`config.mk`:
```
export PLATFORM = sky130hd
export DESIGN_NAME = sd_cal_sequencer_flat
export DESIGN_NICKNAME = d
export VERILOG_FILES = /design/src/rtl/sd_cal_pkg.sv /design/src/rtl/sd_cal_sequencer_if.sv /design/src/rtl/sd_cal_divider.sv /design/src/rtl/sd_cal_sequencer.sv /design/src/flat_wrapper.sv
export SDC_FILE = /design/constraint.sdc
export NUM_CORES = 1
export LEC_CHECK = 0
export CAP_MARGIN = 20
export CORE_ASPECT_RATIO = 0.8
export CORE_UTILIZATION = 30
export CTS_BUF_LIST = sky130_fd_sc_hd__clkbuf_2
export CTS_CLUSTER_SIZE = 24
export DETAILED_ROUTE_END_ITERATION = 8
export GPL_TIMING_DRIVEN = 0
export SKIP_CTS_REPAIR_TIMING = 1
export SYNTH_ARGS = -nofsm -noshare
export SYNTH_HDL_FRONTEND = slang
export SYNTH_HIERARCHICAL = 1
export SYNTH_SLANG_ARGS = --single-unit
export TNS_END_PERCENT = 1
```
`constraint.sdc`:
```
create_clock -name clk -period 7.2 [get_ports clk]
set_input_delay 0.72 -clock clk [delete_from_list [all_inputs] [get_ports clk]]
set_output_delay 0.72 -clock clk [all_outputs]
set_load 0.005 [all_outputs]
```
`src/rtl/sd_cal_pkg.sv`:
```
`default_nettype none
// ============================================================================
//  Package   : sd_cal_pkg
//  Purpose   : Shared types and constants for the sigma-delta two-point
//              calibration sequencer and its divider.
//  Revision  : 1.0  initial release
// ============================================================================
package sd_cal_pkg;

  // Sequencer states: zero-reference phase, full-scale phase, divide, publish
  typedef enum logic [2:0] {
    IDLE     = 3'd0,
    Z_SETTLE = 3'd1,
    Z_ACC    = 3'd2,
    R_SETTLE = 3'd3,
    R_ACC    = 3'd4,
    DIVIDE   = 3'd5,
    DONE     = 3'd6
  } cal_state_t;

  // Input mux selections
  localparam logic [1:0] MUX_NORMAL = 2'b00;
  localparam logic [1:0] MUX_ZERO   = 2'b01;
  localparam logic [1:0] MUX_REF    = 2'b10;

  // Gain is Q2.14: 1.0 is 16'h4000
  localparam logic [15:0] GAIN_ONE       = 16'h4000;
  localparam int          GAIN_FRAC_BITS = 14;

  // Divider geometry: {24-bit reference code, 14 fraction bits} / 25-bit span
  localparam int DIV_DVD_W = 24 + GAIN_FRAC_BITS;
  localparam int DIV_DSR_W = 25;

endpackage
`default_nettype wire

```
`src/rtl/sd_cal_sequencer_if.sv`:
```
`default_nettype none
// ============================================================================
//  Interface : sd_cal_sequencer_if
//  Purpose   : Control, sample and coefficient signals of the calibration
//              sequencer. master drives requests and samples, slave is the
//              sequencer itself.
//  Revision  : 1.0  initial release
// ============================================================================
interface sd_cal_sequencer_if;

  logic        cal_start;
  logic        cal_abort;
  logic        adc_valid;
  logic [23:0] adc_in;
  logic [1:0]  mux_sel;
  logic        cal_busy;
  logic        cal_done;
  logic        cal_error;
  logic [23:0] offset_out;
  logic [15:0] gain_out;

  modport master (
    output cal_start, cal_abort, adc_valid, adc_in,
    input  mux_sel, cal_busy, cal_done, cal_error, offset_out, gain_out
  );

  modport slave (
    input  cal_start, cal_abort, adc_valid, adc_in,
    output mux_sel, cal_busy, cal_done, cal_error, offset_out, gain_out
  );

endinterface
`default_nettype wire

```
`src/rtl/sd_cal_divider.sv`:
```
`default_nettype none
// ============================================================================
//  Module    : sd_cal_divider
//  Purpose   : Restoring divider, one quotient bit per clock. Produces a
//              16-bit quotient that saturates to 16'hFFFF when the true
//              quotient does not fit.
//  Revision  : 1.0  initial release
// ============================================================================
module sd_cal_divider
  import sd_cal_pkg::*;
(
  input  logic                 clk,
  input  logic                 reset,
  input  logic                 start,
  input  logic                 flush,
  input  logic [DIV_DVD_W-1:0] dividend,
  input  logic [DIV_DSR_W-1:0] divisor,
  output logic                 busy,
  output logic                 done,
  output logic [15:0]          quotient
);

  logic [DIV_DVD_W-1:0] dvd;
  logic [DIV_DSR_W-1:0] dsr;
  logic [DIV_DSR_W-1:0] rem;
  logic [15:0]          quo;
  logic                 ovf;
  logic [5:0]           remaining;

  logic [DIV_DSR_W:0]   rem_shift;
  logic                 ge;
  logic [DIV_DSR_W-1:0] rem_diff;
  logic [15:0]          quo_next;
  logic                 ovf_next;

  // Remainder stays below the divisor, so the true difference fits 25 bits
  assign rem_shift = {rem, dvd[DIV_DVD_W-1]};
  assign ge        = rem_shift >= {1'b0, dsr};
  assign rem_diff  = rem_shift[DIV_DSR_W-1:0] - dsr;
  assign quo_next  = {quo[14:0], ge};
  // Any 1 shifted past bit 15 means the quotient exceeds 16 bits
  assign ovf_next  = ovf | quo[15];

  // Iterate one quotient bit per cycle; publish saturated result on the last
  always_ff @(posedge clk or posedge reset) begin
    if (reset) begin
      dvd       <= '0;
      dsr       <= '0;
      rem       <= '0;
      quo       <= '0;
      ovf       <= 1'b0;
      remaining <= '0;
      busy      <= 1'b0;
      done      <= 1'b0;
      quotient  <= GAIN_ONE;
    end else begin
      done <= 1'b0;
      if (flush) begin
        busy <= 1'b0;
      end else if (start) begin
        dvd       <= dividend;
        dsr       <= divisor;
        rem       <= '0;
        quo       <= '0;
        ovf       <= 1'b0;
        remaining <= 6'(DIV_DVD_W);
        busy      <= 1'b1;
      end else if (busy) begin
        dvd       <= {dvd[DIV_DVD_W-2:0], 1'b0};
        rem       <= ge ? rem_diff : rem_shift[DIV_DSR_W-1:0];
        quo       <= quo_next;
        ovf       <= ovf_next;
        remaining <= remaining - 6'd1;
        if (remaining == 6'd1) begin
          busy     <= 1'b0;
          done     <= 1'b1;
          quotient <= ovf_next ? 16'hFFFF : quo_next;
        end
      end
    end
  end

endmodule
`default_nettype wire

```
`src/rtl/sd_cal_sequencer.sv`:
```
`default_nettype none
// ============================================================================
//  Module    : sd_cal_sequencer
//  Purpose   : Two-point self-calibration of the sigma-delta ADC path.
//              Averages the zero and full-scale references, then derives
//              offset and a Q2.14 gain (REF_CODE / span) for the scaler.
//  Revision  : 1.0  initial release
// ============================================================================
module sd_cal_sequencer
  import sd_cal_pkg::*;
#(
  parameter int          LOG2_N   = 4,
  parameter int          SETTLE   = 2,
  parameter logic [23:0] REF_CODE = 24'h400000,
  parameter logic [23:0] MIN_SPAN = 24'h001000,
  parameter logic [15:0] TIMEOUT  = 16'hFFFF
) (
  input  logic               clk,
  input  logic               reset,
  sd_cal_sequencer_if.slave  bus
);

  localparam int             ACC_W       = 24 + LOG2_N;
  localparam logic [8:0]     SETTLE_LAST = 9'(SETTLE - 1);
  localparam logic [8:0]     ACC_LAST    = 9'((1 << LOG2_N) - 1);
  localparam logic [DIV_DVD_W-1:0] DIVIDEND = {REF_CODE, {GAIN_FRAC_BITS{1'b0}}};

  cal_state_t        state;
  logic [1:0]        mux_sel;
  logic              cal_busy;
  logic              cal_done;
  logic              cal_error;
  logic [23:0]       offset_out;
  logic [15:0]       gain_out;
  logic [23:0]       zero_avg;
  logic [ACC_W-1:0]  acc;
  logic [8:0]        cnt;
  logic [15:0]       tcnt;

  logic [ACC_W-1:0]  acc_next;
  logic [23:0]       avg_now;
  logic [24:0]       span;
  logic              span_ok;
  logic              in_wait;
  logic              timeout_hit;
  logic              acc_last;
  logic              div_start;
  logic              div_busy;
  logic              div_done;
  logic [15:0]       div_q;

  assign acc_next    = acc + ACC_W'(bus.adc_in);
  // Average including the sample arriving this cycle, truncated
  assign avg_now     = acc_next[LOG2_N +: 24];
  // Signed 25-bit span; a set sign bit means ref fell below zero
  assign span        = {1'b0, avg_now} - {1'b0, zero_avg};
  assign span_ok     = !span[24] && (span[23:0] >= MIN_SPAN);
  assign in_wait     = state inside {Z_SETTLE, Z_ACC, R_SETTLE, R_ACC};
  assign timeout_hit = in_wait && !bus.adc_valid && (tcnt == TIMEOUT - 16'd1);
  assign acc_last    = bus.adc_valid && (cnt == ACC_LAST);
  assign div_start   = (state == R_ACC) && acc_last && span_ok && !bus.cal_abort;

  sd_cal_divider u_div (
    .clk      (clk),
    .reset    (reset),
    .start    (div_start),
    .flush    (bus.cal_abort),
    .dividend (DIVIDEND),
    .divisor  (span),
    .busy     (div_busy),
    .done     (div_done),
    .quotient (div_q)
  );

  // Calibration FSM with registered mux, status and coefficient outputs
  always_ff @(posedge clk or posedge reset) begin
    if (reset) begin
      state      <= IDLE;
      mux_sel    <= MUX_NORMAL;
      cal_busy   <= 1'b0;
      cal_done   <= 1'b0;
      cal_error  <= 1'b0;
      offset_out <= '0;
      gain_out   <= GAIN_ONE;
      zero_avg   <= '0;
      acc        <= '0;
      cnt        <= '0;
      tcnt       <= '0;
    end else begin
      cal_done <= 1'b0;
      if (in_wait) begin
        tcnt <= bus.adc_valid ? 16'd0 : tcnt + 16'd1;
      end

      if (bus.cal_abort) begin
        state    <= IDLE;
        mux_sel  <= MUX_NORMAL;
        cal_busy <= 1'b0;
      end else if (timeout_hit) begin
        state     <= IDLE;
        mux_sel   <= MUX_NORMAL;
        cal_busy  <= 1'b0;
        cal_error <= 1'b1;
      end else begin
        unique case (state)
          IDLE: begin
            if (bus.cal_start) begin
              state     <= (SETTLE == 0) ? Z_ACC : Z_SETTLE;
              mux_sel   <= MUX_ZERO;
              cal_busy  <= 1'b1;
              cal_error <= 1'b0;
              cnt       <= '0;
              tcnt      <= '0;
              acc       <= '0;
            end
          end
          Z_SETTLE: begin
            if (bus.adc_valid) begin
              if (cnt == SETTLE_LAST) begin
                cnt   <= '0;
                state <= Z_ACC;
              end else begin
                cnt <= cnt + 9'd1;
              end
            end
          end
          Z_ACC: begin
            if (bus.adc_valid) begin
              acc <= acc_next;
              if (acc_last) begin
                zero_avg <= avg_now;
                acc      <= '0;
                cnt      <= '0;
                mux_sel  <= MUX_REF;
                state    <= (SETTLE == 0) ? R_ACC : R_SETTLE;
              end else begin
                cnt <= cnt + 9'd1;
              end
            end
          end
          R_SETTLE: begin
            if (bus.adc_valid) begin
              if (cnt == SETTLE_LAST) begin
                cnt   <= '0;
                state <= R_ACC;
              end else begin
                cnt <= cnt + 9'd1;
              end
            end
          end
          R_ACC: begin
            if (bus.adc_valid) begin
              acc <= acc_next;
              if (acc_last) begin
                cnt     <= '0;
                mux_sel <= MUX_NORMAL;
                if (span_ok) begin
                  state <= DIVIDE;
                end else begin
                  state     <= IDLE;
                  cal_busy  <= 1'b0;
                  cal_error <= 1'b1;
                end
              end else begin
                cnt <= cnt + 9'd1;
              end
            end
          end
          DIVIDE: begin
            if (div_done) begin
              state      <= DONE;
              offset_out <= zero_avg;
              gain_out   <= div_q;
              cal_done   <= 1'b1;
            end else if (!div_busy) begin
              // Divider idle without a result: never expected, fail safe
              state     <= IDLE;
              cal_busy  <= 1'b0;
              cal_error <= 1'b1;
            end
          end
          DONE: begin
            state    <= IDLE;
            cal_busy <= 1'b0;
          end
          default: begin
            state    <= IDLE;
            mux_sel  <= MUX_NORMAL;
            cal_busy <= 1'b0;
          end
        endcase
      end
    end
  end

  assign bus.mux_sel    = mux_sel;
  assign bus.cal_busy   = cal_busy;
  assign bus.cal_done   = cal_done;
  assign bus.cal_error  = cal_error;
  assign bus.offset_out = offset_out;
  assign bus.gain_out   = gain_out;

endmodule
`default_nettype wire

```
`src/flat_wrapper.sv`:
```
// flat-port wrapper written by rule: the top's interface ports become plain ports
module sd_cal_sequencer_flat import sd_cal_pkg::*;
#(
  parameter int          LOG2_N   = 4,
  parameter int          SETTLE   = 2,
  parameter logic [23:0] REF_CODE = 24'h400000,
  parameter logic [23:0] MIN_SPAN = 24'h001000,
  parameter logic [15:0] TIMEOUT  = 16'hFFFF
)
  (clk, reset, bus_cal_start, bus_cal_abort, bus_adc_valid, bus_adc_in, bus_mux_sel, bus_cal_busy, bus_cal_done, bus_cal_error, bus_offset_out, bus_gain_out);
  sd_cal_sequencer_if bus_i ();
  input  logic clk;
  input  logic reset;
  input wire logic [$bits(bus_i.cal_start)-1:0] bus_cal_start;
  input wire logic [$bits(bus_i.cal_abort)-1:0] bus_cal_abort;
  input wire logic [$bits(bus_i.adc_valid)-1:0] bus_adc_valid;
  input wire logic [$bits(bus_i.adc_in)-1:0] bus_adc_in;
  output wire logic [$bits(bus_i.mux_sel)-1:0] bus_mux_sel;
  output wire logic [$bits(bus_i.cal_busy)-1:0] bus_cal_busy;
  output wire logic [$bits(bus_i.cal_done)-1:0] bus_cal_done;
  output wire logic [$bits(bus_i.cal_error)-1:0] bus_cal_error;
  output wire logic [$bits(bus_i.offset_out)-1:0] bus_offset_out;
  output wire logic [$bits(bus_i.gain_out)-1:0] bus_gain_out;
  assign bus_i.cal_start = bus_cal_start;
  assign bus_i.cal_abort = bus_cal_abort;
  assign bus_i.adc_valid = bus_adc_valid;
  assign bus_i.adc_in = bus_adc_in;
  assign bus_mux_sel = bus_i.mux_sel;
  assign bus_cal_busy = bus_i.cal_busy;
  assign bus_cal_done = bus_i.cal_done;
  assign bus_cal_error = bus_i.cal_error;
  assign bus_offset_out = bus_i.offset_out;
  assign bus_gain_out = bus_i.gain_out;
  sd_cal_sequencer #(.LOG2_N(LOG2_N), .SETTLE(SETTLE), .REF_CODE(REF_CODE), .MIN_SPAN(MIN_SPAN), .TIMEOUT(TIMEOUT)) u_core (.clk(clk), .reset(reset), .bus(bus_i));
endmodule
```
After elaboration in Yosys (flattened, before gate mapping) --
Cells that the tools add are included. W data, S select, Z words.
Word-level totals: flip-flop bits (word level) 254, input port bits 29, output and inout bits 45, logic and storage cells 180
Operators by class: add/sub/neg operators 6, $lt $le $gt $ge 2, equal/unequal tests 36, multiplexer cells 81, bitwise gates (word level) 4, reductions and logical operators 31
Operator list (count):
- $mux W16 | 9
- $mux W28 | 4
- $pmux W28 S3 | 1
- $mux W38 | 2
- $mux W25 | 3
- $mux W9 | 5
- $mux W3 | 14
- $ne A4 B3 Y1 const B | 9
- $mux W1 | 29
- $add A28 B24 Y28 | 1
- $pmux W9 S3 | 1
- $ge A26 B25 Y1 | 1
- $sub A24 B24 Y25 | 1
- $sub A25 B25 Y25 | 1
- $ge A24 B13 Y1 const B | 1
- $pmux W3 S6 | 1
- $reduce_and A6 Y1 | 3
- $add A16 B1 Y16 const B | 1
- $eq A16 B16 Y1 const B | 1
- $mux W2 | 7
- $mux W6 | 2
- $ne A3 B2 Y1 const B | 4
- $reduce_and A10 Y1 | 1
- $add A9 B1 Y9 const B | 1
- other kinds (33) | 57

Logic depth before layout (Yosys ltp) --
Gate-level depths: netlist (run 1).
word-level depth 10, depth in mapped cells 27, gate-level depth less buffers 25

Cells and area by module --
The synthesis (run 1) kept the hierarchy.
Modules (own cells, without submodules):
- sd_cal_sequencer | times used 1, cells each 893, area an instance 8293.0 µm², seq. area each 3129.3 µm²
- sd_cal_divider | times used 1, cells each 704, area an instance 6710.2 µm², seq. area each 3229.3 µm²

Worst setup path before layout (run 1) --
No wires, ideal clock.
path kind in2reg, from input port bus_adc_in[0], to register u_core.u_div.dvd[37], arrival 6339 ps, slack 725 ps, cell stages on the path 26, path buffers 5, path through ha_1 -> fa_1 -> a21o_1 -> a21oi_1 -> o211a_1 -> o21bai_1 -> a211o_1 -> a31oi_1 -> xnor2_1 -> ha_1 -> buf_2 -> nand3_1 -> o211ai_2 -> a2111o_1 -> o21a_1 -> o211a_1 -> or4b_4 -> nor4_4 -> a2111oi_1 -> clkbuf_1 -> nor2b_1 -> clkbuf_1 -> nor2_1 -> buf_6 -> clkbuf_1 -> o21ai_0
Between the ends: cells in the longest elaborated chain, start to end 8
Ends and longest elaborated chain:
- start: declaration | RTL line flat_wrapper.sv:17 | input wire logic [$bits(bus_i.adc_in)-1:0] bus_adc_in;
- $add A28 B24 Y28 (*) | RTL line sd_cal_sequencer.sv:52 | assign acc_next = acc + ACC_W'(bus.adc_in);
- net u_core.acc_next[12] | RTL line sd_cal_sequencer.sv:40 | logic [ACC_W-1:0] acc_next;
- $sub A24 B24 Y25 (*) | RTL line sd_cal_sequencer.sv:56 | assign span = {1'b0, avg_now} - {1'b0, zero_avg};
- net u_core.span[15] | RTL line sd_cal_sequencer.sv:42 | logic [24:0] span;
- $ge A24 B13 Y1 (*) | RTL line sd_cal_sequencer.sv:57 | assign span_ok = !span[24] && (span[23:0] >= MIN_SPAN);
- $logic_and A1 B1 Y1 (*) | RTL line sd_cal_sequencer.sv:57
- $logic_and A1 B1 Y1 (*) (2 in a row) | RTL line sd_cal_sequencer.sv:61 | assign div_start = (state == R_ACC) && acc_last && span_ok && !bus.cal_abort;
- net u_core.div_start | RTL line sd_cal_sequencer.sv:47 | logic div_start;
- $reduce_bool A2 Y1 (no line)
- $reduce_and A2 Y1 (no line)
- end signal: assignment | RTL line sd_cal_divider.sv:61 | dvd <= dividend;
- end signal: assignment | RTL line sd_cal_divider.sv:69 | dvd <= {dvd[DIV_DVD_W-2:0], 1'b0};
- end: declaration | RTL line sd_cal_divider.sv:23 | logic [DIV_DVD_W-1:0] dvd;
Mark *: on every way through the listed nets, which the timed path passes. The rest lies on a longest branch. A chain may end at the register's enable or synchronous reset.

Worst setup path in the final report (run 1) --
from register u_core.acc[0], to register u_core.u_div.rem[2]
Between the ends: cells in the longest elaborated chain, start to end 8
Ends and longest elaborated chain:
- start: declaration | RTL line sd_cal_sequencer.sv:36 | logic [ACC_W-1:0] acc;
- start signal: assignment | RTL line sd_cal_sequencer.sv:129 | acc <= acc_next;
- start signal: assignment | RTL line sd_cal_sequencer.sv:153 | acc <= acc_next;
- $add A28 B24 Y28 (*) | RTL line sd_cal_sequencer.sv:52
- net u_core.acc_next[12] | RTL line sd_cal_sequencer.sv:40
- $sub A24 B24 Y25 (*) | RTL line sd_cal_sequencer.sv:56
- net u_core.span[15] | RTL line sd_cal_sequencer.sv:42
- $ge A24 B13 Y1 (*) | RTL line sd_cal_sequencer.sv:57
- $logic_and A1 B1 Y1 (*) | RTL line sd_cal_sequencer.sv:57
- $logic_and A1 B1 Y1 (*) (2 in a row) | RTL line sd_cal_sequencer.sv:61
- net u_core.div_start | RTL line sd_cal_sequencer.sv:47
- $reduce_bool A2 Y1 (no line)
- $reduce_and A2 Y1 (no line)
- end signal: assignment | RTL line sd_cal_divider.sv:70 | rem <= ge ? rem_diff : rem_shift[DIV_DSR_W-1:0];
- end: declaration | RTL line sd_cal_divider.sv:25 | logic [DIV_DSR_W-1:0] rem;
Marks and branches as above.

==> key figures, run 1 <==
Outcome
  – Status: complete, no violations

Critical path
  – Worst path top cell family by delay: compound AO/OA/AOI/OAI gates
  – CP peak stage delay: 0.55 ns
  – Crit. End Element: flip-flop
  – CP startpoint kind: flip-flop
  – WP data required: between 7 and 8 ns
  – Crit Path Category: reg -> reg
  – Crit path DAT: between 7 and 8 ns
  – Worst Path Buf+Inv: 5
  – CP max FO: 10
  – Max stage delay cell, worst path: or4b_4

Synth
  – Seq cells post-synth: about 250
  – Ys Warns: 6
  – Synth Instances: 1597
  – Ys flop type: dfrtp_1
  – Seq/Total Area, Yosys: ~42%
  – Post-synthesis cell type count: 92
  – EDFF count, synth: 0
  – Ys async rst share: 100%
  – Mean area per synthesized cell: 9.39 um2
  – Synthesized area: roughly 15000 um2

Finish
  – Final #Nets: roughly 1900
  – Area delta synth->final: 16.6%
  – Post-route insts no fill: ~2500
  – Share of cells above drive strength 1: between 10 and 15%
  – Post-layout util: approximately 36%

STA
  – Slew HR: ~46%
  – Tightest Pin Transition: approximately 0.8 ns
  – RSZ-0062 raised after global routing: false
  – Peak Freq: between 0.1 and 0.15 GHz
  – Final hold violations: 0
  – Crit share post-route: about 95%
  – Worst setup margin: around 0.37 ns
  – Final Max Tran Viols: 0
  – Crit path time final: just under 7 ns
  – Setup violations, final: 0
  – Fin Hold WS: between 0.3 and 0.4 ns
  – Clock skew: between 0.07 and 0.08 ns
  – Setup TNS: 0 ns

Pwr
  – Leakage: ~0.008 uW
  – Switching power: 2210 uW
  – Pwr dens: 293 nW/um2
  – Clock Power Share: a little over a fifth
  – Switch share: between 40 and 50%
  – Peak supply drop: around 0.12 mV
  – Combinational share of power: between 40 and 50%
  – Internal Power: 2920 uW
  – Flop pwr share: 31.1%

Die
  – Die height: between 200 and 250 um
  – Row Count: 72
  – IO Count: 74
  – Full die area: 50900 um2
  – Core Footprint: just under 50000 um2
  – Chip width: 252 um
  – Starting Density: 30.7%

CTS
  – Maximum clock path buffer count: 3
  – Clock Sinks: ~250
  – CTS tree: yes
  – Clock Latency Late Sink: about 0.92 ns
  – Root Driver: clkbuf_2
  – Clk slew on worst S/H paths: roughly 0.10 ns
  – TritonCTS buffer count: 74
  – H-Tree Depth: 3

Route
  – DRC viols: 0
  – Routed vias/inst: roughly 5.0
  – Initial DRT Pass Iterations: 5
  – Routed wire per std cell: about 15 um
  – DRT iter0 DRCs: ~870
  – Post-DRT Antenna Nets: 0
  – Vias: 12500
  – Final WL: 37700 um

GRT
  – Pin count of the biggest net entering global routing: 85
  – Total global-route track usage: between 10% and 20%
  – Vias in the first global route: 12200
  – Remaining global-route overflow: 0
  – Initial antenna violation count: 1
  – First-pass GRT wire length: about 63000 um

Run
  – Maxcap violations: 0

Placed design
  – IO buf count: 72
  – Worst slack, placed: -1.34 ns
  – Hpwl dp: 27500 um
  – RD Place Congestion: 0.890
  – Placed cells: 2373

Hold path
  – Hold crit path type: in -> async
[metrics by stage]
stage / total power, uW / cell area (um2)
finish: 5130 / 17500
global route: 5540 / 17500
CTS: 5130 / 17400
detailed placement: 3960 / 16800
global placement: 3900 / 16700
floorplan: 3410 / 15100
[flip-flops by register name, indices dropped and copies added, names as in the netlist, 9 cells and up]
signal / count
u_core/bus.offset_out: 24
u_core/u_div/rem: 25
u_core/acc: 28
u_core/u_div/dvd: 38
u_core/cnt: 9
u_core/u_div/quotient: 16
u_core/tcnt: 16
u_core/u_div/dsr: 25
u_core/bus.gain_out: 16
u_core/u_div/quo: 16
u_core/zero_avg: 24
[power by group through the flow]
stage | combinational [uW] | sequential (uW) | clock [uW]
3_3_place_gp | 2290 | 1620 | 0
5_1_grt | 2700 | 1610 | 1240
4_1_cts | 2360 | 1590 | 1170
2_1_floorplan | 1810 | 1600 | 0
3_5_place_dp | 2340 | 1620 | 0
6_report | 2420 | 1600 | 1110
[cell usage after synthesis (all sizes together), types with 12 or more instances]
cell type / n / area [um2]
and3: 18 / 113
clkbuf: 52 / 208
a21o: 17 / 128
nor2b: 15 / 93.8
ha: 79 / 988
nand3: 30 / 155
mux2i: 60 / 601
nand4: 12 / 81.3
o21a: 13 / 97.6
a21oi: 100 / 504
o211ai: 13 / 103
nand2: 186 / 701
dfrtp: 252 / 6310
nor2: 120 / 450
o21ai: 158 / 791
a22o: 38 / 333
nor3: 21 / 105
inv: 87 / 327
xnor2: 40 / 350
xor2: 22 / 193
mux2: 63 / 709
buf: 17 / 128
[cells by family after synthesis]
group | count (synthesis) | share of synthesized area (%)
buffers and inverters | 156 | 4.41
adders and majority gates | 82 | 6.99
xor gates and xnor gates | 62 | 3.62
muxes | 123 | 8.73
DFF | 254 | 42.4
and+or+nand+nor | 470 | 14.6
AOI/OAI and AO/OA | 448 | 19.2
other | 2 | 0.0501
[area by class of cell]
| type | instances | area, um2 |
|---|---|---|
| Inverter | 87 | 337 |
| Timing Repair Buffer | 74 | 776 |
| Tap cell | 666 | 833 |
| Clock inverter | 25 | 179 |
| Clock buffer | 97 | 485 |
| Multi-Input combinational cell | 1223 | 8160 |
| Antenna cell | 1 | 2.50 |
| Buffer | 69 | 353 |
| Sequential cell | 254 | 6360 |
| Fill cell | 5081 | 31300 |
[layout by cell type (no fill, tap or decap), types with 40 or more instances in the layout]
master	count
a21oi_1	98
clkbuf_1	41
clkbuf_2	106
clkdlybuf4s50_1	72
dfrtp_1	252
ha_1	79
inv_1	85
mux2_2	63
mux2i_1	60
nand2_1	185
nor2_1	119
o21ai_0	141
xnor2_1	40
[metal layers]
metal	global-route usage, %	up-vias	routed length [um]
met3	3.16	57	1910
met5	0	-	0
met4	4.72	0	669
met1	21.7	6072	18500
met2	22.5	276	16600
li1	-	6089	-
[worst paths after layout]
kind / start / to / slack [ns] / cells after the start
worst min-delay path: reset / u_core/tcnt[5] / 0.35 / 2
worst max register to register: u_core/acc[0] / u_core/u_div/rem[2] / 0.37 / 27
worst max-delay path: u_core/acc[0] / u_core/u_div/rem[2] / 0.37 / 27
max in group asynchronous: reset / u_core/u_div/rem[4] / 5.98 / 3
worst min register to register: u_core/u_div/dvd[25] / u_core/u_div/dvd[25] / 0.48 / 2
min in group clk: bus_adc_valid / u_core/tcnt[5] / 0.38 / 4
[worst reg2reg max path: stages (launching register included)]
cell and delay, ns:
dfrtp_1 0.39, ha_1 0.23, fa_1 0.41, a21o_1 0.20, a21oi_4 0.24, o211a_1 0.23, o21bai_1 0.12, a211o_1 0.30
a31oi_1 0.20, xnor2_1 0.22, ha_1 0.29, buf_2 0.17, nand3_1 0.10, o211ai_2 0.16, a2111o_1 0.43, o21a_1 0.28
o211a_1 0.26, or4b_4 0.55, nor4_4 0.29, a2111oi_1 0.17, clkbuf_2 0.23, nor2b_1 0.16, clkbuf_2 0.25, nor2_4 0.23
buf_6 0.19, buf_2 0.27, nand2_1 0.08, o21ai_1 0.09
Note: power is estimated with default switching activity, not from simulation.
==> run 2: changes to the inputs <==
--- a/config.mk
+++ b/config.mk
@@ -11,6 +11,7 @@
 export CTS_BUF_LIST = sky130_fd_sc_hd__clkbuf_2
 export CTS_CLUSTER_SIZE = 24
 export DETAILED_ROUTE_END_ITERATION = 8
+export GPL_ROUTABILITY_DRIVEN = 0
 export GPL_TIMING_DRIVEN = 0
 export SKIP_CTS_REPAIR_TIMING = 1
 export SYNTH_ARGS = -nofsm -noshare
==> results of run 2 <==
Same layout as run 1: the final DEF is identical, and so are final timing and power.
==> RTL edit 1: new RTL, flow settings as in run 2 <==
Compare `tcnt` against `TIMEOUT - 16'd1` with >= in place of ==.
--- a/src/rtl/sd_cal_sequencer.sv
+++ b/src/rtl/sd_cal_sequencer.sv
@@ -56,7 +56,7 @@
   assign span        = {1'b0, avg_now} - {1'b0, zero_avg};
   assign span_ok     = !span[24] && (span[23:0] >= MIN_SPAN);
   assign in_wait     = state inside {Z_SETTLE, Z_ACC, R_SETTLE, R_ACC};
-  assign timeout_hit = in_wait && !bus.adc_valid && (tcnt == TIMEOUT - 16'd1);
+  assign timeout_hit = in_wait && !bus.adc_valid && (tcnt >= TIMEOUT - 16'd1);
   assign acc_last    = bus.adc_valid && (cnt == ACC_LAST);
   assign div_start   = (state == R_ACC) && acc_last && span_ok && !bus.cal_abort;
 
Function: same outputs for any inputs over 4 cycles, from zero or initial values and one cycle with reset high; that may be too few to reach the edited logic, so the function may still have changed.
==> RTL edit 1 against run 2 <==
Design area down 1.2%. Wire length down 1.8%. Worst setup slack worse by 0.12 ns. Total power fell by 10%. Sequential share of layout area increased by 0.45 points. Synthesized area decreased by 2.3%. Clock skew grew 0.0051 ns. Sequential cell count unchanged. Largest cell class unchanged.
==> RTL edit 1: results (changes against run 2) <==
| Metric | Value |
|---|---|
| Outcome | `complete, no violations` |
| Drt wl/cell | `15.2 um (+0.88%)` |
| Largest net degree at the start of global routing | `93 (+9.4%)` |
| Worst EP arrival | `7.73 ns (+0.13 ns)` |
| DR top layer | `met4` |
| M3 GR Usage | `0.0328 (+0.00127)` |
| Post-detailed-route via-to-cell ratio | `4.97 (-0.77%)` |
| CP max-delay cell | `nor4b_2` |
| First-pass GRT wire length | `61100 um (-3.1%)` |
| Clock Pin Slew Worst Setup and Hold Paths | `0.12 ns (+0.02 ns)` |
| Final nets | `1860 (-1.8%)` |
| Die area | `0.0498 mm^2 (-2.3%)` |
| Worst vdd ir | `124 uV (+5.9%)` |
| Slew Limit Headroom | `0.339 (-0.125)` |
| Sequential element share of the synthesized area | `0.434 (+0.00991)` |
| Vias in the first global route | `11600 (-5.2%)` |
| WL met2 | `15200 um (-8.9%)` |
| Top cells by area, synth | `dfrtp_1 43%, ha_1 6.7%, o21ai_0 5.2%` |
| Multi-input combinational area share | `0.460 (-0.00643)` |
| Mux cell area share after synthesis | `0.0751 (-0.0122)` |
| Synth Instances | `1562 (-2.2%)` |
| # placed instances | `2302 (-3.0%)` |
| Clock network area share | `0.0378 (-0.000179)` |
| Buffers, non-clock | `154 (+7.7%)` |
| Most instantiated cells after synthesis | `252 x dfrtp_1, 191 x nand2_1, 152 x o21ai_0` |
| Met1 wire length | `19300 um (+4.5%)` |
| Met2 global-route usage | `0.217 (-0.00807)` |
| DP Worst Slack | `-1.93 ns (-0.585 ns)` |
| Flip-flop and latch count | `254 (unchanged)` |
| Dpl hpwl | `26700 um (-2.6%)` |
| Number of CTS-inserted buffers | `69 (-6.8%)` |
| Inverter count | `81 (-6.9%)` |
| Layout cell share with drive strength beyond 1 | `0.129 (+0.00252)` |
| Post-synth cell types | `85 (-7.6%)` |
| Buffer share of cell area | `0.0698 (+0.00522)` |
| Adder-cell share of the synthesized area | `0.0715 (+0.00163)` |
| Count of multi-input gates | `1189 (-2.8%)` |
| Root buffer cell | `clkbuf_2` |
| Initial antenna violation count | `1 (unchanged)` |
| Compound-Gate Fraction of Synth Area | `0.189 (-0.00251)` |
| Initial drt markers | `898 (+3.7%)` |
| Met1 Track Usage GR | `0.224 (+0.00681)` |
| Xor/xnor share of the synthesized area | `0.0406 (+0.00443)` |
| Clk_skew | `0.0802 ns (+0.00506 ns)` |
| PD cells | `267 mW/mm^2 (-9.1%)` |
| Fillers | `4936 (-2.9%)` |
| Routed met3 length | `1930 um (+1.2%)` |
| Final wirelength | `37000 um (-1.8%)` |
| GRT Util Overall | `0.151 (+0.000375)` |
| Leak | `7.96 nW (-0.16%)` |
| Number of port buffers | `73 (+1.4%)` |
| Worst path max stage delay | `0.45 ns (-0.10 ns)` |
| Placed Area | `0.0164 mm^2 (-2.3%)` |
==> RTL edit 1: path summary, 6_finish.rpt <==
check	depth (start not counted)	slack (ns)	endpoint	start
max	30	0.25	u_core/u_div/dvd[6]	u_core/acc[0]
min	2	0.29	u_core/bus.gain_out[5]	reset
max reg2reg	30	0.25	u_core/u_div/dvd[6]	u_core/acc[0]
min reg2reg	2	0.49	u_core/u_div/quotient[1]	u_core/u_div/quotient[1]
max in group asynchronous	3	6.07	u_core/bus.offset_out[9]	reset
min in group clk	2	0.49	u_core/u_div/quotient[1]	u_core/u_div/quotient[1]
==> RTL edit 1: where the power goes <==
| part | total [mW] | internal (mW) | switching, mW | leakage, nW |
|---|---|---|---|---|
| registers | 1.63 | 1.53 | 0.0951 | 3.33 |
| clock network | 1.08 | 0.439 | 0.645 | 0.480 |
| logic | 1.89 | 0.755 | 1.14 | 4.15 |
==> RTL edit 2: new RTL, config.mk and constraints of run 2 <==
Without the edit above. The package constant `GAIN_FRAC_BITS` goes from 14 to 12.
--- a/src/rtl/sd_cal_pkg.sv
+++ b/src/rtl/sd_cal_pkg.sv
@@ -25,7 +25,7 @@
 
   // Gain is Q2.14: 1.0 is 16'h4000
   localparam logic [15:0] GAIN_ONE       = 16'h4000;
-  localparam int          GAIN_FRAC_BITS = 14;
+  localparam int          GAIN_FRAC_BITS = 12;
 
   // Divider geometry: {24-bit reference code, 14 fraction bits} / 25-bit span
   localparam int DIV_DVD_W = 24 + GAIN_FRAC_BITS;
Formal check against the unedited RTL: no difference found for any inputs over 4 cycles, from zero or initial values and one cycle with reset high; that may be too few to reach the edited logic, so the function may still have changed.
==> RTL edit 2 against run 2 <==
Design area decreased by 0.91%. Non-clock buffer count up 6. Synthesized area decreased by 0.72%. Core utilization is 0.19 points lower. Critical path depth down 3. Wire length increased by 0.86%. Sequential cell count fell by 2. Worst setup slack lost 0.025 ns. Total power decreased by 0.77%. Die area is 0.71% lower.
==> RTL edit 2: results (changes against run 2) <==
| Metric | Value |
|---|---|
| Outcome | `complete, no violations` |
| GRT Util Overall | `0.153 (+0.00240)` |
| Worst vdd ir | `150 uV (+28%)` |
| Initial antenna violation count | `4 (+3)` |
| Largest net degree at the start of global routing | `86 (+1.2%)` |
| Largest registers | `u_core/u_div/dvd x36, u_core/acc x28` |
| Clk_skew | `0.140 ns (+0.0645 ns)` |
| Number of CTS-inserted buffers | `69 (-6.8%)` |
| Clk buf depth | `3 (unchanged)` |
| CP max-delay cell | `or4bb_1` |
| Mux cell area share after synthesis | `0.0780 (-0.00937)` |
| DR top layer | `met4` |
| Post-detailed-route via-to-cell ratio | `5.11 (+2.2%)` |
| WL met2 | `15800 um (-5.2%)` |
| Leak | `7.96 nW (-0.17%)` |
| Drt wl/cell | `15.6 um (+3.0%)` |
| Worst-skew pair later-pin latency | `0.99 ns (+0.07 ns)` |
| Clock Pin Slew Worst Setup and Hold Paths | `0.11 ns` |
| Final nets | `1880 (-0.74%)` |
| Most instantiated cells after synthesis | `250 x dfrtp_1, 163 x nand2_1, 141 x o21ai_0` |
| # placed instances | `2325 (-2.0%)` |
| Compound-Gate Fraction of Synth Area | `0.203 (+0.0111)` |
| Vias post-DR | `12500 (+0.056%)` |
| Combinational power | `2.41 mW` |
| Vias in the first global route | `12200 (-0.42%)` |
| Sequential element share of the synthesized area | `0.424 (about the same)` |
| First-pass GRT wire length | `63200 um (about the same)` |
| Largest delay share family, worst path | `compound AO/OA/AOI/OAI gates` |
| Top cells by area, synth | `dfrtp_1 42%, ha_1 6.6%, mux2_2 4.8%` |
| Total power | `5.09 mW (-0.77%)` |
| Xor/xnor share of the synthesized area | `0.0370 (+0.000849)` |
| Number of port buffers | `72 (unchanged)` |
| Crit path from | `u_core/acc[0]` |
| DP Worst Slack | `-1.42 ns (-0.0783 ns)` |
| Syn Area/Cell | `9.39 um^2 (about the same)` |
| Worst-path fanout max | `10 (unchanged)` |
| Layout cell share with drive strength beyond 1 | `0.125 (-0.00102)` |
| Dpl hpwl | `27500 um (about the same)` |
| Met1 wire length | `19100 um (+3.6%)` |
| DRT Pass-1 Iters | `5 (unchanged)` |
| Root buffer cell | `clkbuf_2` |
| Post-synth cell types | `84 (-8.7%)` |
| Routed met3 length | `2390 um (+26%)` |
| Internal | `2.91 mW (-0.37%)` |
| Worst EP arrival | `7.61 ns (about the same)` |
| Residual DRC | `0 (unchanged)` |
| Htree depth | `3 (unchanged)` |
| Fillers | `4968 (-2.2%)` |
| Clk network pwr share | `0.215 (-0.002)` |
| Synth warn | `6 (unchanged)` |
| Adder-cell share of the synthesized area | `0.0704 (+0.000505)` |
| Initial drt markers | `1058 (+22%)` |
| Worst path max stage delay | `0.60 ns (+0.05 ns)` |
| Seq. cell area | `0.00631 mm^2 (-0.79%)` |
| Synth async-reset ratio | `1.00 (unchanged)` |
| Slew Limit Headroom | `0.351 (-0.113)` |
RTL edit 2: cell count changes after synthesis, sizes merged, moves of 4 or more:
cell and delta:
a32oi +7, inv +8, mux2i -16, nand2 -22
nand3 +11, nor2 -8, nor3 +4, o211ai -4
o21ai -10, o311ai +11
RTL edit 2: per-layer routing:
metal  GRT usage  vias to the layer above
met2       0.217                      318
li1            -                     6081
met3      0.0367                       55
met1       0.227                     6047
met4      0.0486                        0
met5           0                        -
RTL edit 2: final cells by class:
| type | instances | area share |
|---|---|---|
| diodes | 3 | 0.000433 |
| plain buffers | 72 | 0.0191 |
| clock buffers | 98 | 0.0283 |
| clock inverters | 16 | 0.00866 |
| inverters | 95 | 0.0212 |
| multi-input cells | 1202 | 0.467 |
| flip-flops and latches | 252 | 0.364 |
| well taps | 629 | 0.0454 |
| repair buffers | 77 | 0.0462 |
RTL edit 2: path summary, 6_finish.rpt:
check | to | cells after the start | slack, ns
worst max register to register | u_core/u_div/rem[2] | 24 | 0.35
worst min-delay path | u_core/bus.gain_out[1] | 2 | 0.27
worst max-delay path | u_core/u_div/rem[2] | 24 | 0.35
max in group asynchronous | u_core/u_div/rem[4] | 3 | 6.04
min in group clk | u_core/tcnt[5] | 4 | 0.42
worst min register to register | u_core/u_div/dvd[13] | 2 | 0.49
RTL edit 2: cells by family (layout without fill, tap and decap cells):
family	Yosys count	count (layout)
AOI/OAI and AO/OA	462	462
and+or+nand+nor	451	451
DFF	252	252
buffers and inverters	167	358
muxes	108	108
adders and majority gates	82	82
xor gates and xnor gates	63	63
other	2	39
